--- src/rtl/expansor_vizinhos_multicanal.sv ---
// expansor_vizinhos_multicanal: expands the neighbours of up to NUM_NA approved
// nodes. It first marks every approved node as established (and deactivates it
// in the active evaluator), then walks each node's relation slots. Any neighbour
// that is valid, not the node itself, not an obstacle and not yet established
// produces a valid/ready update request.
// Optional build macro: EVM_DIST_SATURACAO_EN saturates candidate distances
// instead of letting them wrap.
module expansor_vizinhos_multicanal #(
  parameter int ADDR_WIDTH      = 10,
  parameter int DISTANCIA_WIDTH = 6,
  parameter int CUSTO_WIDTH     = 4,
  parameter int MAX_VIZINHOS    = 8,
  parameter int NUM_NA          = 4,
  parameter int MEM_LATENCIA    = 1
) (
  input  logic                                        clk,
  input  logic                                        rst_n,
  input  logic                                        expandir_in,
  input  logic [NUM_NA-1:0]                           aprovado_in,
  input  logic [ADDR_WIDTH*NUM_NA-1:0]                endereco_in,
  input  logic [DISTANCIA_WIDTH*NUM_NA-1:0]           distancia_in,
  input  logic                                        aa_ocupado_in,
  output logic                                        relacoes_rd_en_out,
  output logic [ADDR_WIDTH-1:0]                       relacoes_rd_addr_out,
  input  logic [MAX_VIZINHOS*(ADDR_WIDTH+CUSTO_WIDTH)-1:0] relacoes_rd_data_in,
  output logic                                        obstaculos_rd_en_out,
  output logic [ADDR_WIDTH-1:0]                       obstaculos_rd_addr_out,
  input  logic                                        obstaculos_rd_data_in,
  output logic                                        estabelecidos_rd_en_out,
  output logic [ADDR_WIDTH-1:0]                       estabelecidos_rd_addr_out,
  input  logic                                        estabelecidos_rd_data_in,
  output logic                                        estabelecidos_wr_en_out,
  output logic [ADDR_WIDTH-1:0]                       estabelecidos_wr_addr_out,
  output logic                                        desativar_out,
  output logic [ADDR_WIDTH-1:0]                       desativar_addr_out,
  output logic                                        atualizar_valid_out,
  input  logic                                        atualizar_ready_in,
  output logic [ADDR_WIDTH-1:0]                       atualizar_endereco_out,
  output logic [DISTANCIA_WIDTH-1:0]                  atualizar_distancia_out,
  output logic [ADDR_WIDTH-1:0]                       atualizar_anterior_out,
  output logic                                        pronto_out
);
  localparam int SW   = ADDR_WIDTH + CUSTO_WIDTH;
  localparam int DW1  = DISTANCIA_WIDTH + 1;
  localparam int CH_W = (NUM_NA > 1) ? $clog2(NUM_NA) : 1;
  localparam int SL_W = $clog2(MAX_VIZINHOS);
  localparam logic [ADDR_WIDTH-1:0] INVALIDO   = '1;
  localparam logic [1:0]            ULT_ESPERA = 2'(MEM_LATENCIA - 1);
  localparam logic [SL_W-1:0]       ULT_SLOT   = SL_W'(MAX_VIZINHOS - 1);

  typedef enum logic [3:0] {
    IDLE, ESTABELECER, LER_REL, ESPERA_REL, CONSULTA, ESPERA_CONS, EMITIR, PROXIMO, FINAL
  } estado_t;

  estado_t                                r_estado;
  logic [NUM_NA-1:0]                      r_mask, r_pend;
  logic [NUM_NA-1:0][ADDR_WIDTH-1:0]      r_addr;
  logic [NUM_NA-1:0][DISTANCIA_WIDTH-1:0] r_dist;
  logic [CH_W-1:0]                        r_ch;
  logic [SL_W-1:0]                        r_slot;
  logic [1:0]                             r_espera;
  logic [MAX_VIZINHOS*SW-1:0]             r_rel;
  logic [ADDR_WIDTH-1:0]                  r_upd_addr, r_upd_ant;
  logic [DISTANCIA_WIDTH-1:0]             r_upd_dist;

  logic [CH_W-1:0]            w_est_ch, w_adv_ch;
  logic [NUM_NA-1:0]          w_pend_resto, w_pend_prox, w_adv_pend;
  logic [SW-1:0]              w_slot;
  logic [ADDR_WIDTH-1:0]      w_viz_addr, w_self;
  logic [CUSTO_WIDTH-1:0]     w_viz_custo;
  logic [DW1-1:0]             w_soma;
  logic [DISTANCIA_WIDTH-1:0] w_cand;
  logic                       w_pular, w_consulta, w_estab;
  logic [SL_W-1:0]            w_adv_slot;
  estado_t                    w_adv_estado;

  // Lowest-index set bit of a channel mask.
  function automatic logic [CH_W-1:0] f_menor(input logic [NUM_NA-1:0] m);
    logic [CH_W-1:0] idx;
    idx = '0;
    for (int i = NUM_NA - 1; i >= 0; i--) if (m[i]) idx = CH_W'(i);
    return idx;
  endfunction

  // Current slot decode, candidate distance and the slot/channel advance step.
  always_comb begin
    w_slot = '0;
    for (int k = 0; k < MAX_VIZINHOS; k++)
      if (r_slot == SL_W'(k)) w_slot = r_rel[(MAX_VIZINHOS-1-k)*SW +: SW];
    w_viz_addr  = w_slot[SW-1:CUSTO_WIDTH];
    w_viz_custo = w_slot[CUSTO_WIDTH-1:0];
    w_self      = r_addr[r_ch];
    w_pular     = (w_viz_addr == INVALIDO) || (w_viz_addr == w_self);
    w_soma      = {1'b0, r_dist[r_ch]} + DW1'(w_viz_custo);
`ifdef EVM_DIST_SATURACAO_EN
    w_cand      = w_soma[DISTANCIA_WIDTH] ? '1 : w_soma[DISTANCIA_WIDTH-1:0];
`else
    w_cand      = w_soma[DISTANCIA_WIDTH-1:0];
`endif
    w_est_ch    = f_menor(r_pend);
    w_pend_resto = r_pend;
    w_pend_resto[w_est_ch] = 1'b0;
    w_pend_prox = r_pend;
    w_pend_prox[r_ch] = 1'b0;
    // After the last slot the channel retires and the next pending one starts.
    w_adv_estado = CONSULTA;
    w_adv_slot   = r_slot + 1'b1;
    w_adv_ch     = r_ch;
    w_adv_pend   = r_pend;
    if (r_slot == ULT_SLOT) begin
      w_adv_slot   = '0;
      w_adv_pend   = w_pend_prox;
      w_adv_ch     = f_menor(w_pend_prox);
      w_adv_estado = (|w_pend_prox) ? LER_REL : FINAL;
    end
  end

  // Control FSM: establish all approved nodes, then expand them in index order.
  always_ff @(posedge clk or negedge rst_n) begin
    if (!rst_n) begin
      r_estado   <= IDLE;
      r_mask     <= '0;
      r_pend     <= '0;
      r_addr     <= '0;
      r_dist     <= '0;
      r_ch       <= '0;
      r_slot     <= '0;
      r_espera   <= '0;
      r_rel      <= '0;
      r_upd_addr <= '0;
      r_upd_ant  <= '0;
      r_upd_dist <= '0;
    end else begin
      case (r_estado)
        IDLE: if (expandir_in) begin
          r_mask   <= aprovado_in;
          r_pend   <= aprovado_in;
          r_addr   <= endereco_in;
          r_dist   <= distancia_in;
          r_estado <= (|aprovado_in) ? ESTABELECER : FINAL;
        end
        ESTABELECER: if (!aa_ocupado_in) begin
          if (|w_pend_resto) r_pend <= w_pend_resto;
          else begin
            r_pend   <= r_mask;
            r_ch     <= f_menor(r_mask);
            r_estado <= LER_REL;
          end
        end
        LER_REL: begin
          r_espera <= '0;
          r_estado <= ESPERA_REL;
        end
        ESPERA_REL: begin
          if (r_espera == ULT_ESPERA) begin
            r_rel    <= relacoes_rd_data_in;
            r_slot   <= '0;
            r_estado <= CONSULTA;
          end else r_espera <= r_espera + 1'b1;
        end
        CONSULTA: begin
          if (w_pular) begin
            r_estado <= w_adv_estado;
            r_slot   <= w_adv_slot;
            r_ch     <= w_adv_ch;
            r_pend   <= w_adv_pend;
          end else begin
            r_espera <= '0;
            r_estado <= ESPERA_CONS;
          end
        end
        ESPERA_CONS: begin
          if (r_espera == ULT_ESPERA) begin
            if (!obstaculos_rd_data_in && !estabelecidos_rd_data_in) begin
              r_upd_addr <= w_viz_addr;
              r_upd_dist <= w_cand;
              r_upd_ant  <= w_self;
              r_estado   <= EMITIR;
            end else r_estado <= PROXIMO;
          end else r_espera <= r_espera + 1'b1;
        end
        EMITIR: if (atualizar_ready_in) r_estado <= PROXIMO;
        PROXIMO: begin
          r_estado <= w_adv_estado;
          r_slot   <= w_adv_slot;
          r_ch     <= w_adv_ch;
          r_pend   <= w_adv_pend;
        end
        FINAL:   r_estado <= IDLE;
        default: r_estado <= IDLE;
      endcase
    end
  end

  // Establish strobes follow the busy input in the same cycle so that no
  // deactivation is ever issued while the active evaluator is busy.
  assign w_estab    = (r_estado == ESTABELECER) && !aa_ocupado_in;
  assign w_consulta = (r_estado == CONSULTA) && !w_pular;

  assign estabelecidos_wr_en_out   = w_estab;
  assign estabelecidos_wr_addr_out = w_estab ? r_addr[w_est_ch] : '0;
  assign desativar_out             = w_estab;
  assign desativar_addr_out        = w_estab ? r_addr[w_est_ch] : '0;
  assign relacoes_rd_en_out        = (r_estado == LER_REL);
  assign relacoes_rd_addr_out      = relacoes_rd_en_out ? w_self : '0;
  assign obstaculos_rd_en_out      = w_consulta;
  assign obstaculos_rd_addr_out    = w_consulta ? w_viz_addr : '0;
  assign estabelecidos_rd_en_out   = w_consulta;
  assign estabelecidos_rd_addr_out = w_consulta ? w_viz_addr : '0;
  assign atualizar_valid_out       = (r_estado == EMITIR);
  assign atualizar_endereco_out    = r_upd_addr;
  assign atualizar_distancia_out   = r_upd_dist;
  assign atualizar_anterior_out    = r_upd_ant;
  assign pronto_out                = (r_estado == FINAL);
endmodule

--- config.mk ---
export PLATFORM = sky130hd
export DESIGN_NAME = expansor_vizinhos_multicanal
export DESIGN_NICKNAME = d
export VERILOG_FILES = /design/src/rtl/expansor_vizinhos_multicanal.sv
export SDC_FILE = /design/constraint.sdc
export NUM_CORES = 1
export LEC_CHECK = 0
export ABC_AREA = 1
export CORE_MARGIN = 1
export CORE_UTILIZATION = 25
export DETAILED_ROUTE_END_ITERATION = 8
export GPL_TIMING_DRIVEN = 0
export SYNTH_ARGS = -nofsm -noshare
export SYNTH_HDL_FRONTEND = slang
export SYNTH_SLANG_ARGS = --single-unit
--- constraint.sdc ---
create_clock -name clk -period 7.8 [get_ports clk]
set_input_delay 1.56 -clock clk [delete_from_list [all_inputs] [get_ports clk]]
set_output_delay 1.56 -clock clk [all_outputs]
set_load 0.005 [all_outputs]
==> results by group, run 1 <==
Die
  • Die Ht: between 200 and 250 um
  • Core area: approximately 45000 um2
  • Row count: 77
  • # IOs: 270
  • Die X: approximately 220 um
  • Die area: between 40000 and 50000 um2
  • Starting Density: 0.255

Timing
  • Final Skew: approximately 11 ps
  • RSZ-0062 raised after global routing: false
  • Slew Viols, Final: 0
  • Fin crit share: 0.788
  • Slew HR: 0.207
  • Fmax: around 160 MHz
  • Final setup violation count: 0
  • Final Hold Fails: 0
  • Slew @ Worst Pin: around 1200 ps
  • Post-route minimum period: just over 6000 ps
  • Setup ws final: roughly 1700 ps

Setup path
  • Crit path max fanout: 11
  • CP arrival: 4590 ps
  • Crit path kind: in -> out
  • Crit path capture type: primary output
  • Startpoint types: primary input
  • R2R depth: 15
  • Worst path required time: around 6200 ps

Logic synthesis
  • Avg Inst Size Synth: 8.07 um2
  • Synth warn: 0
  • Sequential fraction of the synthesis area: 0.487
  • Post-synth EDFFs: 0
  • Ys async rst share: 1.00
  • Distinct cells, synth: between 40 and 50
  • Post-Syn Nets: 1607
  • Dominant synthesized flop cell: dfrtp_1
  • Synthesized area: ~11000 um2
  • Syn Inst Count: between 1000 and 1500
  • Register bit total from synthesis: around 220

Detailed routing
  • Via-to-Cell Ratio: 4.60
  • Drt wl/cell: ~18 um
  • DRC errors left: 0
  • Routed Antenna Nets: 0
  • DR pass1 iterations: 5
  • Drt initial violations: around 850
  • Final WL: approximately 42 mm
  • Via count: around 11000

Placed design
  • Port Buffer Count: 269
  • HPWL Detailed: approximately 32 mm
  • Placed Instances: about 2300
  • Final GP Congestion: 0.892
  • Pre-CTS setup slack: 1640 ps
  • Placed Area: about 15000 um2

Clock network
  • Post-CTS Setup Repair Bufs: 0
  • Worst skew pair latency: between 500 and 600 ps
  • H-tree Lvls: 1
  • Reg clk slew, reported paths: around 60 ps
  • Clock tree sinks: between 200 and 250
  • CTS tree: built
  • Root buf cell: clkbuf_16
  • CTS max path bufs: 3
  • CTS hold repair buffers: 0
  • # resized after CTS: 0
  • CTS Buf Count: 27

GRT
  • Largest net degree at the start of global routing: a little over 90
  • Met2 GRT Util: 0.293
  • Met1 Usage GRT: 0.244
  • Total track usage: 0.180
  • Vias in the first global route: around 11000
  • GR Overflow Total: 0
  • Global-route wire length before repair: 64.2 mm
  • Initial antenna violation count: 2
  • Met3 Use GR: 0.0231
  • GR peak layer: met2

Finish
  • Layout Nets: between 1500 and 2000
  • Layout fillers: between 4000 and 5000
  • Final Cell Area: between 15000 and 20000 um2
  • Layout cell share with drive strength beyond 1: 0.0975
  • Fin util: 0.351
  • Area delta synth->final: 37.5%
  • Final Non-Filler Cells: roughly 2300

Status
  • Status: complete, no violations

Power
  • P per Cell Area: 415 nW/um2
  • Final Power: roughly 6.5 mW
  • Worst vdd ir: 190 uV
  • Leak: between 7 and 8 nW

Hold path
  • Worst min-delay path class: reg -> reg
  • Hold Path Depth: 2

Flow run
  • Max Cap Viol: 0
## power by group
| part | internal, mW | total (mW) | switching, mW |
|---|---|---|---|
| clock network | 0.649 | 1.15 | 0.496 |
| logic | 1.29 | 3.34 | 2.05 |
| registers | 1.71 | 2.00 | 0.290 |
## cells in the mapped netlist (4+ instances only)
| cell | instances | area share |
|---|---|---|
| nor3_1 | 5 | 0.0022 |
| nor4_1 | 4 | 0.0022 |
| clkbuf_1 | 46 | 0.015 |
| nand2_1 | 406 | 0.13 |
| clkinv_1 | 4 | 0.0013 |
| o21ai_0 | 164 | 0.072 |
| a21oi_1 | 56 | 0.025 |
| nand4_1 | 8 | 0.0044 |
| nor2_2 | 4 | 0.0022 |
| o221ai_1 | 4 | 0.0031 |
| ha_1 | 11 | 0.012 |
| o21ai_1 | 8 | 0.0035 |
| a211oi_1 | 10 | 0.0066 |
| nand3_1 | 46 | 0.020 |
| mux2_2 | 52 | 0.052 |
| nand2_2 | 11 | 0.0061 |
| dfrtp_1 | 221 | 0.49 |
| o22ai_1 | 26 | 0.014 |
| inv_1 | 158 | 0.052 |
| inv_2 | 8 | 0.0026 |
| buf_4 | 26 | 0.017 |
| buf_2 | 9 | 0.0040 |
| a31oi_1 | 4 | 0.0022 |
| nor2_1 | 79 | 0.026 |
## sequential cells by signal (all words and copies together) (netlist names)
| register | count |
|---|---|
| r_mask | 4 |
| r_rel | 112 |
| r_dist | 24 |
| r_addr | 40 |
| r_estado | 4 |
| r_espera | 2 |
| atualizar_anterior_out | 10 |
| atualizar_distancia_out | 6 |
| r_pend | 4 |
| atualizar_endereco_out | 10 |
| r_ch | 2 |
| r_slot | 3 |
## logic make-up (layout without fill, tap and decap cells)
family                   count (synthesis)  count (layout)  share of synthesized area
flip-flops                             221             221                      0.487
adder cells (fa/ha/maj)                 12              12                     0.0139
buffers and inverters                  257             572                     0.0983
other                                    0               2                          0
AO/OA/AOI/OAI                          287             287                      0.138
XOR/XNOR                                 4               4                    0.00308
multiplexers                            52              52                     0.0515
AND/OR/NAND/NOR                        575             575                      0.209
## metal layers
| metal | routed length (um) | up-vias | part of all wire |
|---|---|---|---|
| li1 | - | 5118 | - |
| met1 | 19000 | 5134 | 0.45 |
| met2 | 19600 | 328 | 0.47 |
| met3 | 2220 | 67 | 0.053 |
| met4 | 1210 | 0 | 0.029 |
| met5 | 0 | - | 0 |
## worst max-delay path, cell delays in order
cell             delay (ps)
clkdlybuf4s50_1         440
nor4_1                  620
clkbuf_1                590
o21ai_0                 210
a211oi_1                470
buf_4                   200
clkdlybuf4s50_1         490
## layout make-up
type / instances / area (um2) / share of cell area
Sequential cell: 221 / 5530 / 0.354
Antenna cell: 2 / 5.00 / 0.000320
Multi-Input combinational cell: 930 / 4720 / 0.302
Clock buffer: 38 / 737 / 0.0471
Buffer: 86 / 470 / 0.0301
Clock inverter: 6 / 30.0 / 0.00192
Timing Repair Buffer: 271 / 2750 / 0.176
Tap cell: 592 / 741 / 0.0474
Inverter: 171 / 647 / 0.0414
## per-stage QoR
| step | hold slack, ps | setup TNS (ps) |
|---|---|---|
| after floorplan | 437 | 0 |
| final | 468 | 0 |
| after CTS | 468 | 0 |
| after detailed placement | 454 | 0 |
| after global routing | 493 | 0 |
| after global placement | 451 | -1013490 |
## worst paths after layout
check	from	end	slack, ps
setup / recovery	aa_ocupado_in	estabelecidos_wr_addr_out[3]	1650
max in group asynchronous	rst_n	r_dist[14]$_DFFE_PN0P_	6070
hold / removal	r_rel[16]$_DFFE_PN0P_	r_rel[16]$_DFFE_PN0P_	470
min in group asynchronous	rst_n	r_rel[94]$_DFFE_PN0P_	920
setup reg to reg	r_slot[0]$_DFFE_PN0P_	atualizar_distancia_out[5]$_DFFE_PN0P_	4020
hold reg to reg	r_rel[16]$_DFFE_PN0P_	r_rel[16]$_DFFE_PN0P_	470
## cell usage in the layout, fill, tap and decap left out, types with 10 or more instances in the layout
cell               n
a211oi_1          10
a21oi_1           56
buf_4             26
clkbuf_1          55
clkbuf_16         27
clkdlybuf4s50_1  268
dfrtp_1          221
ha_1              11
inv_1            158
mux2_2            52
nand2_1          406
nand2_2           11
nand3_1           46
nor2_1            79
o21ai_0          164
o22ai_1           26
(Power assumes the default switching activity.)
==> inputs of run 2 (changes only) <==
Clock period 7.8 ns to 5.3 ns, I/O delays scaled along.
==> run 2 against run 1 <==
Net effect:
- first-iteration DRC count fell by 2.1%
- routed wire length hardly changed
- critical path depth is the same
- global-route usage hardly changed
==> results by group, run 2 (same netlist as run 1, synthesis figures left out) <==
Timing
  • Final Skew: 10.4 ps (-0.392 ps)
  • Slew HR: 0.190 (-0.0173)
  • Final setup violation count: 0 (unchanged)
  • Fin crit share: 0.974
  • Post-route minimum period: about 5200 ps
  • Final Hold Fails: 0 (unchanged)
  • RSZ-0062 raised after global routing: false
  • Setup ws final: 137 ps (-1520 ps)
  • Slew @ Worst Pin: 1210 ps (+25.9 ps)
  • Fmax: approximately 190 MHz
  • WHS: 420 ps (-47.2 ps)
  • Slew Viols, Final: 0 (unchanged)
  • Setup TNS: 0 ps (unchanged)

GRT
  • Total track usage: 0.180 (about the same)
  • Initial antenna violation count: 2 (unchanged)
  • GR Overflow Total: 0 (unchanged)
  • Largest net degree at the start of global routing: 91 (unchanged)
  • Vias in the first global route: 10788 (+0.083%)
  • Global-route wire length before repair: 64.3 mm (about the same)

Detailed routing
  • Drt wl/cell: 18.2 um (about the same)
  • Routed Antenna Nets: 0 (unchanged)
  • Drt initial violations: 834 (-2.1%)
  • DR pass1 iterations: 5 (unchanged)
  • Via count: 10657 (+0.094%)
  • Final WL: 42.1 mm (about the same)
  • DRC errors left: 0 (unchanged)
  • Via-to-Cell Ratio: 4.60 (about the same)

Setup path
  • Worst r2r src: r_slot[0]$_DFFE_PN0P_
  • CP Buf/Inv Count: 4 (unchanged)
  • Startpoint types: primary input
  • Crit path capture type: primary output
  • Start point of the critical path: aa_ocupado_in
  • Worst path required time: 4240 ps (-2000 ps)
  • Crit path kind: in -> out
  • Crit path max fanout: 11 (unchanged)
  • CP Depth: 7 (unchanged)
  • Worst R2R Setup Slack: 1700 ps (-2320 ps)
  • R2R depth: 14 (-1)
  • Crit-path max cell delay: 640 ps (+20 ps)
  • Critical-path cell list: clkdlybuf4s50_1, nor4_1, clkbuf_1, o21ai_0, a211oi_1, buf_4, clkdlybuf4s50_1
  • CP arrival: 4100 ps (-490 ps)
  • Critical path's top delay family: buffers and inverters
  • Crit-path slowest cell: nor4_1
  • Cell repeated most along the worst path: clkdlybuf4s50_1

Finish
  • Top flop regs: r_rel: 112 flops, r_addr: 40 flops, r_dist: 24 flops
  • Seq. cell area: 5530 um2 (unchanged)
  • Area of the multi-input gates: 4780 um2 (+1.4%)
  • Layout fillers: 4641 (-0.13%)
  • Most common cell after layout, fill and taps aside: nand2_1
  • Area delta synth->final: 38.4%
  • Commonest cells after routing, fill and taps aside: nand2_1 (406), clkdlybuf4s50_1 (268), dfrtp_1 (221)
  • Layout Nets: 1907 (unchanged)
  • Flip-flop count of the largest register after layout: 112 (unchanged)
  • Top reg by flops: r_rel
  • Layout cell share with drive strength beyond 1: 0.104 (+0.00696)

Clock network
  • Root buf cell: clkbuf_16
  • Reg clk slew, reported paths: 50 ps (about the same)
  • CTS Buf Count: 27 (unchanged)
  • H-tree Lvls: 1 (unchanged)
  • Worst skew pair latency: 540 ps (about the same)
  • Clock tree sinks: 221 (unchanged)
  • CTS tree: built
  • CTS max path bufs: 3 (unchanged)

Die
  • Row count: 77 (unchanged)
  • Die area: 46300 um2 (unchanged)
  • Die Ht: 215 um (unchanged)
  • Core area: 44500 um2 (unchanged)
  • Die X: 215 um (unchanged)
  • Starting Density: 0.255 (unchanged)
  • # IOs: 270 (unchanged)

Power
  • Reg power frac: 0.306 (-0.003)
  • Leak: 7.11 nW (+0.25%)
  • Worst vdd ir: 279 uV (+47%)
  • P per Cell Area: 612 nW/um2 (+47%)
  • Clock Power Share: 0.175 (about the same)
  • Sw frac: 0.439 (+0.00204)
  • Internal power: 5.40 mW (+48%)
  • Comb pwr share: 0.519 (+0.004)
  • Switching power: 4.23 mW (+49%)

Flow run
  • Max Cap Viol: 0 (unchanged)

Placed design
  • HPWL Detailed: 32.4 mm (unchanged)
  • Pre-CTS setup slack: 143 ps (-1500 ps)
  • Port Buffer Count: 269 (unchanged)
  • Final GP Congestion: 0.892 (unchanged)

Status
  • Status: complete, no violations

Hold path
  • Worst min-delay path class: in -> async
run 2: path summary, 6_finish.rpt:
kind / to
worst max-delay path: estabelecidos_wr_addr_out[3]
min in group clk: r_rel[16]$_DFFE_PN0P_
worst min-delay path: r_rel[94]$_DFFE_PN0P_
worst min register to register: r_rel[16]$_DFFE_PN0P_
max in group asynchronous: r_dist[14]$_DFFE_PN0P_
worst max register to register: atualizar_distancia_out[5]$_DFFE_PN0P_
run 2: final cells by class:
| cell class | count | share of cell area |
|---|---|---|
| inverters | 171 | 0.0413 |
| plain buffers | 85 | 0.0312 |
| clock buffers | 38 | 0.0469 |
| flip-flops and latches | 221 | 0.352 |
| clock inverters | 6 | 0.00191 |
| well taps | 592 | 0.0471 |
| repair buffers | 272 | 0.175 |
| multi-input cells | 930 | 0.304 |
| diodes | 2 | 0.000318 |
run 2: through the flow:
stage	std cells	instance area (um2)	total power, mW	utilization
5_1_grt	2317	15700	10.4	0.353
4_1_cts	2316	15700	9.64	0.352
2_1_floorplan	1408	11400	5.88	-
3_3_place_gp	2269	14800	7.78	0.332
3_5_place_dp	2271	14900	7.87	0.334
6_report	2317	15700	9.63	0.353
run 2: worst reg2reg max path, cell delays in order (launching register included):
cell	delay, ps
dfrtp_1	410
ha_1	260
ha_1	280
inv_1	360
clkbuf_1	470
o21ai_0	180
o22ai_1	220
ha_1	320
a21oi_1	140
inv_1	50
a31oi_1	240
nor2_1	70
o21ai_0	200
xnor2_1	150
o21ai_0	110
run 2: what timing repair did:
item | in CTS | in global routing
resized for setup | 8 | 18
setup endpoints to repair | 20 | 21
pin swaps | 1 | 0
buffers inserted | 1 | 0
hold buffers | 0 | 0
run 2: routing by layer:
| metal | wire, um | vias up | global-route usage |
|---|---|---|---|
| li1 | - | 5110 | - |
| met1 | 18900 | 5143 | 0.244 |
| met2 | 19600 | 334 | 0.294 |
| met3 | 2320 | 70 | 0.0231 |
| met4 | 1190 | 0 | 0.0629 |
| met5 | 0 | - | 0 |
run 2: power by group through the flow:
stage	registers (mW)	clock network [mW]	logic, mW
finish	2.95	1.68	5.00
global route	3.04	1.79	5.58
CTS	2.94	1.73	4.96
detailed placement	2.97	0	4.91
global placement	2.96	0	4.82
floorplan	2.86	0	3.02
